--- src/rtl/lfsr_sched_pkg.sv ---
// lfsr_sched_pkg: shared types for the LFSR job scheduler.
// Contents: FSM state enum, skip-counter width helper.
package lfsr_sched_pkg;

  typedef enum logic [2:0] {
    S_IDLE,
    S_LOAD,
    S_RUN,
    S_HOLD,
    S_FLUSH
  } state_e;

  function automatic int SKIP_W(input int n);
    return $clog2(n + 1);
  endfunction

endpackage

--- src/rtl/lfsr_sched_if.sv ---
// lfsr_sched_if: output word stream (valid/ready).
// Signals: out_data, out_id, out_last, out_valid, out_ready.
interface lfsr_sched_if
  import lfsr_sched_pkg::*;
#(
  parameter int W  = 8,
  parameter int IW = 2
);
  logic [W-1:0]  out_data;
  logic [IW-1:0] out_id;
  logic          out_last;
  logic          out_valid;
  logic          out_ready;

  modport master (
    output out_data, out_id, out_last, out_valid,
    input  out_ready
  );

  modport slave (
    input  out_data, out_id, out_last, out_valid,
    output out_ready
  );
endinterface

--- src/rtl/lfsr_sched_rr_arbiter.sv ---
// rr_arbiter: one-hot grant to first request at/after pointer.
// Ports: clk_i, reset_ni, req_i, en_i, gnt_o, gnt_id_o.
module rr_arbiter
  import lfsr_sched_pkg::*;
#(
  parameter  int NUM_REQ = 4,
  localparam int IW = (NUM_REQ > 1) ? $clog2(NUM_REQ) : 1
) (
  input  logic               clk_i,
  input  logic               reset_ni,
  input  logic [NUM_REQ-1:0] req_i,
  input  logic               en_i,
  output logic [NUM_REQ-1:0] gnt_o,
  output logic [IW-1:0]      gnt_id_o
);

  logic [IW-1:0] r_ptr;
  logic [IW-1:0] w_k;
  logic          w_any;

  always_comb begin
    gnt_o    = '0;
    gnt_id_o = '0;
    w_any    = 1'b0;
    w_k      = '0;
    for (int i = 0; i < NUM_REQ; i++) begin
      w_k = IW'((int'(r_ptr) + i) % NUM_REQ);
      if (en_i && !w_any && req_i[w_k]) begin
        w_any      = 1'b1;
        gnt_o[w_k] = 1'b1;
        gnt_id_o   = w_k;
      end
    end
  end

  always_ff @(posedge clk_i or negedge reset_ni) begin
    if (!reset_ni) begin
      r_ptr <= '0;
    end else if (w_any) begin
      r_ptr <= (gnt_id_o == IW'(NUM_REQ - 1)) ?
               '0 : gnt_id_o + 1'b1;
    end
  end

endmodule

--- src/rtl/lfsr_sched.sv ---
// lfsr_sched: round-robin job scheduler sharing one LFSR.
// Ports: req_* jobs in, out_if word stream, lfsr_* LFSR ctrl.
module lfsr_sched
  import lfsr_sched_pkg::*;
#(
  parameter  int N       = 8,
  parameter  int W       = 8,
  parameter  int NUM_REQ = 4,
  parameter  int LEN_W   = 16,
  localparam int IW = (NUM_REQ > 1) ? $clog2(NUM_REQ) : 1,
  localparam int XW = (W > 1) ? $clog2(W) : 1,
  localparam int SW = SKIP_W(N)
) (
  input  logic                     clk_i,
  input  logic                     reset_ni,
  input  logic [NUM_REQ-1:0]       req_valid_i,
  output logic [NUM_REQ-1:0]       req_ready_o,
  input  logic [NUM_REQ*N-1:0]     req_taps_i,
  input  logic [NUM_REQ*N-1:0]     req_seed_i,
  input  logic [NUM_REQ*LEN_W-1:0] req_nbits_i,
  lfsr_sched_if.master             out_if,
  output logic                     lfsr_load_o,
  output logic [N-1:0]             lfsr_taps_o,
  output logic [N-1:0]             lfsr_start_o,
  input  logic                     lfsr_data_i,
  input  logic                     lfsr_valid_i,
  output logic                     busy_o
);

  state_e           r_state, w_next;
  logic [N-1:0]     r_taps, r_seed, r_hist;
  logic [LEN_W-1:0] r_rem;
  logic [IW-1:0]    r_id;
  logic [XW-1:0]    r_idx;
  logic [W-1:0]     r_acc;
  logic [SW-1:0]    r_skip;
  logic [W-1:0]     r_out_data;
  logic [IW-1:0]    r_out_id;
  logic             r_out_last;
  logic             r_out_valid;

  logic [NUM_REQ-1:0] w_gnt;
  logic [IW-1:0]      w_gid;
  logic               w_arb_en, w_hs;
  logic               w_can_out, w_take;
  logic               w_lastbit, w_done;
  logic [LEN_W-1:0]   w_nbits;
  logic [W-1:0]       w_word;

  // Gating with reset keeps ready low while reset is held.
  assign w_arb_en = (r_state == S_IDLE) && reset_ni;

  rr_arbiter #(.NUM_REQ(NUM_REQ)) u_arb (
    .clk_i    (clk_i),
    .reset_ni (reset_ni),
    .req_i    (req_valid_i),
    .en_i     (w_arb_en),
    .gnt_o    (w_gnt),
    .gnt_id_o (w_gid)
  );

  assign req_ready_o = w_gnt;
  assign w_hs        = |(req_valid_i & w_gnt);
  assign w_nbits     = req_nbits_i[int'(w_gid)*LEN_W +: LEN_W];

  assign w_can_out = !r_out_valid || out_if.out_ready;
  assign w_take    = (r_state == S_RUN) && lfsr_valid_i &&
                     (r_skip == '0);
  assign w_lastbit = (r_rem == LEN_W'(1));
  assign w_done    = w_take &&
                     ((r_idx == XW'(W - 1)) || w_lastbit);
  // Accumulator starts at zero, so partial words pad to zero.
  assign w_word    = r_acc | (W'(lfsr_data_i) << r_idx);

  always_ff @(posedge clk_i or negedge reset_ni) begin
    if (!reset_ni) r_state <= S_IDLE;
    else           r_state <= w_next;
  end

  always_comb begin
    w_next = r_state;
    unique case (r_state)
      S_IDLE:  if (w_hs && (w_nbits != '0)) w_next = S_LOAD;
      S_LOAD:  w_next = S_RUN;
      S_RUN: begin
        if (w_done) begin
          if (w_can_out) w_next = w_lastbit ? S_IDLE : S_RUN;
          else           w_next = w_lastbit ? S_FLUSH : S_HOLD;
        end
      end
      S_HOLD:  if (w_can_out) w_next = S_RUN;
      S_FLUSH: if (w_can_out) w_next = S_IDLE;
      default: w_next = S_IDLE;
    endcase
  end

  // HOLD reloads the last N bits, pinning the sequence.
  always_comb begin
    lfsr_load_o  = 1'b0;
    lfsr_start_o = '0;
    unique case (r_state)
      S_LOAD: begin
        lfsr_load_o  = 1'b1;
        lfsr_start_o = r_seed;
      end
      S_HOLD: begin
        lfsr_load_o  = 1'b1;
        lfsr_start_o = r_hist;
      end
      default: ;
    endcase
  end

  assign busy_o      = (r_state != S_IDLE);
  assign lfsr_taps_o = r_taps;

  assign out_if.out_data  = r_out_data;
  assign out_if.out_id    = r_out_id;
  assign out_if.out_last  = r_out_last;
  assign out_if.out_valid = r_out_valid;

  always_ff @(posedge clk_i or negedge reset_ni) begin
    if (!reset_ni) begin
      r_taps      <= '0;
      r_seed      <= '0;
      r_hist      <= '0;
      r_rem       <= '0;
      r_id        <= '0;
      r_idx       <= '0;
      r_acc       <= '0;
      r_skip      <= '0;
      r_out_data  <= '0;
      r_out_id    <= '0;
      r_out_last  <= 1'b0;
      r_out_valid <= 1'b0;
    end else begin
      if (out_if.out_ready) r_out_valid <= 1'b0;
      unique case (r_state)
        S_IDLE: begin
          if (w_hs) begin
            r_taps <= req_taps_i[int'(w_gid)*N +: N];
            r_seed <= req_seed_i[int'(w_gid)*N +: N];
            r_rem  <= w_nbits;
            r_id   <= w_gid;
            r_idx  <= '0;
            r_acc  <= '0;
            r_skip <= '0;
          end
        end
        S_RUN: begin
          if (lfsr_valid_i) begin
            r_hist <= {lfsr_data_i, r_hist[N-1:1]};
            if (r_skip != '0) begin
              r_skip <= r_skip - 1'b1;
            end else begin
              r_rem <= r_rem - 1'b1;
              if (w_done) begin
                r_idx <= '0;
                if (w_can_out) begin
                  r_out_valid <= 1'b1;
                  r_out_data  <= w_word;
                  r_out_id    <= r_id;
                  r_out_last  <= w_lastbit;
                  r_acc       <= '0;
                end else begin
                  r_acc <= w_word;
                end
              end else begin
                r_acc <= w_word;
                r_idx <= r_idx + 1'b1;
              end
            end
          end
        end
        S_HOLD: begin
          if (w_can_out) begin
            r_out_valid <= 1'b1;
            r_out_data  <= r_acc;
            r_out_id    <= r_id;
            r_out_last  <= 1'b0;
            r_acc       <= '0;
            r_skip      <= SW'(N);
          end
        end
        S_FLUSH: begin
          if (w_can_out) begin
            r_out_valid <= 1'b1;
            r_out_data  <= r_acc;
            r_out_id    <= r_id;
            r_out_last  <= 1'b1;
            r_acc       <= '0;
          end
        end
        default: ;
      endcase
    end
  end

endmodule

--- src/flat_wrapper.sv ---
// flat-port wrapper written by rule: the top's interface ports become plain ports
module lfsr_sched_flat import lfsr_sched_pkg::*;
#(
  parameter  int N       = 8,
  parameter  int W       = 8,
  parameter  int NUM_REQ = 4,
  parameter  int LEN_W   = 16,
  localparam int IW = (NUM_REQ > 1) ? $clog2(NUM_REQ) : 1,
  localparam int XW = (W > 1) ? $clog2(W) : 1,
  localparam int SW = SKIP_W(N)
)
  (clk_i, reset_ni, req_valid_i, req_ready_o, req_taps_i, req_seed_i, req_nbits_i, lfsr_load_o, lfsr_taps_o, lfsr_start_o, lfsr_data_i, lfsr_valid_i, busy_o, out_if_out_data, out_if_out_id, out_if_out_last, out_if_out_valid, out_if_out_ready);
  lfsr_sched_if #(.W(W), .IW((2))) out_if_i ();
  input  logic clk_i;
  input  logic reset_ni;
  input  logic [NUM_REQ-1:0] req_valid_i;
  output logic [NUM_REQ-1:0] req_ready_o;
  input  logic [NUM_REQ*N-1:0] req_taps_i;
  input  logic [NUM_REQ*N-1:0] req_seed_i;
  input  logic [NUM_REQ*LEN_W-1:0] req_nbits_i;
  output logic lfsr_load_o;
  output logic [N-1:0] lfsr_taps_o;
  output logic [N-1:0] lfsr_start_o;
  input  logic lfsr_data_i;
  input  logic lfsr_valid_i;
  output logic busy_o;
  output wire logic [$bits(out_if_i.out_data)-1:0] out_if_out_data;
  output wire logic [$bits(out_if_i.out_id)-1:0] out_if_out_id;
  output wire logic [$bits(out_if_i.out_last)-1:0] out_if_out_last;
  output wire logic [$bits(out_if_i.out_valid)-1:0] out_if_out_valid;
  input wire logic [$bits(out_if_i.out_ready)-1:0] out_if_out_ready;
  assign out_if_out_data = out_if_i.out_data;
  assign out_if_out_id = out_if_i.out_id;
  assign out_if_out_last = out_if_i.out_last;
  assign out_if_out_valid = out_if_i.out_valid;
  assign out_if_i.out_ready = out_if_out_ready;
  lfsr_sched #(.N(N), .W(W), .NUM_REQ(NUM_REQ), .LEN_W(LEN_W)) u_core (.clk_i(clk_i), .reset_ni(reset_ni), .req_valid_i(req_valid_i), .req_ready_o(req_ready_o), .req_taps_i(req_taps_i), .req_seed_i(req_seed_i), .req_nbits_i(req_nbits_i), .out_if(out_if_i), .lfsr_load_o(lfsr_load_o), .lfsr_taps_o(lfsr_taps_o), .lfsr_start_o(lfsr_start_o), .lfsr_data_i(lfsr_data_i), .lfsr_valid_i(lfsr_valid_i), .busy_o(busy_o));
endmodule
--- config.mk ---
export PLATFORM = sky130hd
export DESIGN_NAME = lfsr_sched_flat
export DESIGN_NICKNAME = d
export VERILOG_FILES = /design/src/rtl/lfsr_sched_pkg.sv /design/src/rtl/lfsr_sched_if.sv /design/src/rtl/lfsr_sched_rr_arbiter.sv /design/src/rtl/lfsr_sched.sv /design/src/flat_wrapper.sv
export SDC_FILE = /design/constraint.sdc
export NUM_CORES = 1
export LEC_CHECK = 0
export CAP_MARGIN = 10
export CORE_ASPECT_RATIO = 1.75
export CORE_UTILIZATION = 51
export CTS_BUF_LIST = sky130_fd_sc_hd__clkbuf_16
export DETAILED_ROUTE_END_ITERATION = 12
export PLACE_DENSITY = 0.92
export SLEW_MARGIN = 20
export SYNTH_ARGS = -nofsm -noshare
export SYNTH_HDL_FRONTEND = slang
export SYNTH_SLANG_ARGS = --single-unit
--- constraint.sdc ---
create_clock -name clk_i -period 6.2 [get_ports clk_i]
set_input_delay 1.24 -clock clk_i [delete_from_list [all_inputs] [get_ports clk_i]]
set_output_delay 1.24 -clock clk_i [all_outputs]
set_load 0.01 [all_outputs]
Word-level counts from Yosys, hierarchy flattened --
Cells that the tools add are included.
Word-level totals: bits of input ports 137, output and inout bits 34, flip-flop bits (word level) 74
Cells by class: eq/ne operators 17, reduce and logical (&&, ||, !) cells 44, shifts and indexed selects 4, multiplexer cells 84, add/sub/neg operators 7, bitwise operators 5, $lt $le $gt $ge 8
Operators by type and width (number):
- 8-bit two-way mux | 11
- 32-bit by 6-bit indexed part select with 8-bit output | 2
- 64-bit by 7-bit indexed part select with 16-bit output | 1
- 16-bit two-way mux | 3
- 4-bit two-way mux | 8
- 16-bit one-hot mux with 2 select lines | 1
- 8-bit one-hot mux with 2 select lines | 2
- 3-bit two-way mux | 10
- 1-bit two-way mux | 24
- 8-bit one-hot mux with 3 select lines | 1
- 2-bit two-way mux | 10
- 16-bit by 1-bit == test with 1-bit output (second input constant) | 1
- 1-bit logical AND | 16
- 16-bit nonzero test | 1
- 16-bit by 1-bit subtractor with 16-bit output (second input constant) | 1
- 3-bit one-hot mux with 5 select lines | 1
- 2-bit by 3-bit less-than comparator with 1-bit output (second input constant) | 4
- 2-bit by 1-bit inequality test with 1-bit output (second input constant) | 6
- 4-bit bitwise OR | 3
- 4-bit one-hot mux with 3 select lines | 1
- 4-bit AND reduction | 3
- 3-bit nonzero test | 4
- 5-bit AND reduction | 2
- 1-bit binary-select mux with 2-bit select | 4
- 29 further kinds | 49

Longest topological paths before layout --
depth in word-level cells 21, depth in mapped cells 14, gate-level depth less buffers 10

By module --
From an unflattened synthesis, not the netlist that was laid out.
Second synthesis, totals: cells, all modules 496, area total of the unflattened synthesis 5176.2 um^2
Modules (own cells, without submodules):
- lfsr_sched | times used 1, area each 4533.1 um^2, seq. area each 1801.7 um^2, cells each 417
- rr_arbiter | times used 1, area each 643.1 um^2, seq. area each 50.0 um^2, cells each 79

Worst setup path before layout --
OpenSTA, ideal clock, no wires.
path type in2out, start input req_valid_i[0], end output req_ready_o[2], data required time 4.960 ns, arrival 2.816 ns, stages on the path 6, setup slack 2.144 ns, buffers on the path 2, cells stage by stage buf_2 mux4_2 buf_2 or3_1 nor3_1 a211o_1
On the way: cells in the longest elaborated chain, start to end 16, elaborated cells between the ends (all ways) 28
RTL lines:
- start, declared | line flat_wrapper.sv:16 | input logic [NUM_REQ-1:0] req_valid_i;
- 1-bit binary-select mux with 2-bit select | line lfsr_sched_rr_arbiter.sv:28 | if (en_i && !w_any && req_i[w_k]) begin
- 1-bit two-way mux (not written as such) | line lfsr_sched_rr_arbiter.sv:28
- 1-bit logical AND | line lfsr_sched_rr_arbiter.sv:28
- 1-bit two-way mux | line lfsr_sched_rr_arbiter.sv:28
- 1-bit logical NOT | line lfsr_sched_rr_arbiter.sv:28
- 1-bit logical AND (2 in a row) | line lfsr_sched_rr_arbiter.sv:28
- 1-bit two-way mux | line lfsr_sched_rr_arbiter.sv:28
- 1-bit logical NOT | line lfsr_sched_rr_arbiter.sv:28
- 1-bit logical AND (2 in a row) | line lfsr_sched_rr_arbiter.sv:28
- 1-bit two-way mux | line lfsr_sched_rr_arbiter.sv:28
- 1-bit logical NOT | line lfsr_sched_rr_arbiter.sv:28
- 1-bit logical AND (2 in a row) | line lfsr_sched_rr_arbiter.sv:28
- 4-bit two-way mux * | line lfsr_sched_rr_arbiter.sv:28
- end, declared | line flat_wrapper.sv:17 | output logic [NUM_REQ-1:0] req_ready_o;
Mark *: on every way between the ends. The rest lies on a longest branch, timed or not. The select of a mux whose other input is x is not followed.

Final worst setup path --
start register u_core.u_arb.r_ptr[0], end output req_ready_o[3]
On the way: cells in the longest elaborated chain, start to end 16, elaborated cells between the ends (all ways) 51
RTL lines:
- start, declared | line lfsr_sched_rr_arbiter.sv:17 | logic [IW-1:0] r_ptr;
- start signal, assigned | line lfsr_sched_rr_arbiter.sv:40 | r_ptr <= (gnt_id_o == IW'(NUM_REQ - 1)) ?
- parallel branches: the longest is 15 deep, another holds 2-bit by 3-bit less-than comparator with 1-bit output
- 4-bit two-way mux * | line lfsr_sched_rr_arbiter.sv:28
Every way passes the cells marked *. The select of a mux whose other input is x is not followed.

==> impl_metrics.toml <==
[outcome]
status = "finished, final reports clean"

[sta]
min_period_ns = 5.23
min_period_over_period_pct = 84.4
worst_pin_slew_ns = 0.919
setup-violations-final = 0
fin_skew_ns = 0.00543
slew_headroom_pct = 38.0
hold_violations = 0
tns_ns = 0
rsz0062_at_grt = "false"
fin_ws_ns = 0.969
hold_ws_ns = 0.475
final_max_slew_viol_count = 0
max_clock_freq_mhz = 191

[logic_synthesis]
ys_ff_latch = 74
ys_warn_count = 0
synthCells = 513
syn-num-nets = 664
syn_area_per_cell_um2 = 10.1
yosysSeqAreaShare_pct = 35.8
synth_cell_type_count = 53
synthesis.area_um2 = 5170
ys_async_sr_fraction_pct = 100
synthFlopType = "dfrtp_1"
synth_edf_count = 0

[drt]
wl_mm = 16.2
drt_iter0_drc = 512
viasPerCell = 6.26
ant_nets = 0
drt-wirelength-per-cell_um = 20.5
drc = 0
vias = 4963
dr.pass1.iters = 5

[flow_run]
maxCapViolations = 0

[clocking]
insertion_delay_ns = 0.34
hold_buffers = 0
clock_sinks = 74
clockBufferDepth = 2
clockRootBuffer = "clkbuf_16"
postCtsResizedCells = 0
cts_buffers = 9
h-tree-depth = 3
post-cts-setup-buffers = 0
clk_pin_slew_ns = 0.06
cts_tree = "done"

[floorplan]
fp.dieH_um = 135
io-pin-count = 171
die-width_um = 78.1
start_util_pct = 52.5
die_area_um2 = 10600
rows = 48
core_um2 = 9850

[finish]
n_fill_cell = 690
fin_cells = 793
layout_common_cells = "clkdlybuf4s50_1 (169), dfrtp_1 (74), nor2_1 (53), o21ai_0 (47), nand2_1 (43)"
final_common_cell = "clkdlybuf4s50_1"
final_util_pct = 72.7
final_nets = 814
drive_gt1_share_pct = 13.8
area.sequential_um2 = 1850
syn2layout_area_growth_pct = 38.3
fin_area_um2 = 7160
multi_input_comb_area_um2 = 3100

[placement]
hpwlAfterDp_mm = 12.5
place_congestion = 1.04
dp_cells = 777
port_buffers = 170
place_area_um2 = 6890
place_ws_ns = 1.02

[global_route]
antenna_found_initial = 1
grt_start_max_net_pins = 75
grt_pass1_wl_mm = 25.9
grt_use_total_pct = 32.3
grt_pass1_vias = 5059
grt.overflow.total = 0

[setup_path]
r2r_end = "u_core.r_acc[5]$_DFFE_PN0P_"
rrSetupSlack_ns = 1.18
crit_path_end_kind = "output port"
crit_path_max_fanout = 21
worstPathRequired_ns = 4.96
critPathKind = "flip-flop to output port"
r2r-start = "u_core.u_arb.r_ptr[0]$_DFFE_PN0P_"
cp.arrival_ns = 3.99
ff2ff_path_depth = 10
start_kind = "flip-flop"

[min_path]
min_to = "u_core.out_if.out_data[4]$_DFFE_PN0P_"
whs_path_depth = 2
hp-start = "u_core.out_if.out_data[4]$_DFFE_PN0P_"
worst_hold_path_type = "flip-flop to flip-flop"

[pwr]
ir_worst_vdd_uv = 203
leakage_nw = 2.95
total_power_mw = 1.77
power_density_nw_per_um2 = 248
[area by class of cell]
class	count	share of cell area (%)
clock buffers	9	3.15
well taps	125	2.19
flip-flops and latches	74	25.9
clock inverters	6	0.507
repair buffers	175	24.3
diodes	1	0.0350
inverters	14	0.734
multi-input cells	389	43.3
[cell families (layout without fill, tap and decap cells)]
logic type	Yosys count	after routing	share of synthesized area, %
simple gates	166	166	16.0
flops	74	74	35.8
fa+ha+maj	14	14	3.38
other cells	0	1	0
mux	72	72	23.5
compound gates	137	137	16.7
buf+inv	50	204	4.62
[synthesized netlist by cell type (all sizes together) (2+ instances only)]
library cell	instances	area, µm²
a211o	3	26.3
a211oi	2	20.0
a21oi	30	150
a221o	4	40.0
a221oi	4	35.0
a22oi	11	82.6
a31oi	6	37.5
a41oi	2	17.5
and2	2	12.5
and3	5	31.3
buf	17	115
clkbuf	19	71.3
dfrtp	74	1850
ha	14	175
inv	14	52.6
mux2	27	304
mux2i	8	80.1
mux4	37	833
nand2	43	161
nand2b	9	63.8
nand3	9	50.1
nand3b	4	30.0
nand4	2	12.5
nor2	53	199
nor2b	6	37.5
nor3	12	60.1
nor3b	2	20.0
nor4	6	37.5
nor4b	2	30.0
o211ai	2	15.0
o21a	10	75.1
o21ai	51	255
o221ai	3	32.5
o311ai	3	26.3
or3	4	25.0
or4	4	30.0
[how the worst max path moves through the flow]
stage | startpoint | to | slack, ns
2_1_floorplan | req_valid_i[0] | req_ready_o[2] | 2.14
3_3_place_gp | req_valid_i[2] | req_ready_o[2] | 1.05
3_5_place_dp | req_valid_i[2] | req_ready_o[3] | 1.02
4_1_cts | u_core.u_arb.r_ptr[0]$_DFFE_PN0P_ | req_ready_o[3] | 1.0
5_1_grt | u_core.u_arb.r_ptr[0]$_DFFE_PN0P_ | u_core.r_acc[5]$_DFFE_PN0P_ | 0.72
6_report | u_core.u_arb.r_ptr[0]$_DFFE_PN0P_ | req_ready_o[3] | 0.97
[report_power, final]
| part | internal, mW | switching [mW] | total [mW] |
|---|---|---|---|
| logic | 0.296 | 0.302 | 0.598 |
| registers | 0.599 | 0.117 | 0.716 |
| clock network | 0.266 | 0.194 | 0.459 |
| total | 1.16 | 0.612 | 1.77 |
[critical path: stages, from the launching register on]
cell and delay (ns):
dfrtp_1 0.84, inv_1 0.30, ha_1 0.53, mux4_2 0.65, or3_1 0.38, nor2_1 0.22, a221o_1 0.19, clkdlybuf4s50_1 0.53
[routing by layer]
metal / vias to the layer above / share of wire (%) / GRT usage (%) / routed length (µm)
met1: 2415 / 34 / 34.8 / 5590
met5: - / 0 / 0 / 0
met2: 248 / 55 / 58.5 / 9000
met3: 57 / 5.2 / 6.87 / 848
li1: 2243 / - / - / -
met4: 0 / 4.9 / 16.9 / 791
[registers in the layout, summed over array words and instances, names as in the netlist]
signal,count
u_core.r_hist,8
u_core.out_if.out_last,1
u_core.r_rem,16
u_core.out_if.out_id,2
u_core.r_state,3
u_core.out_if.out_valid,1
u_core.r_idx,3
u_core.out_if.out_data,8
u_core.r_skip,4
u_core.u_arb.r_ptr,2
u_core.r_id,2
u_core.lfsr_taps_o,8
u_core.r_acc,8
u_core.r_seed,8
Power figures use the tool's default switching activity.
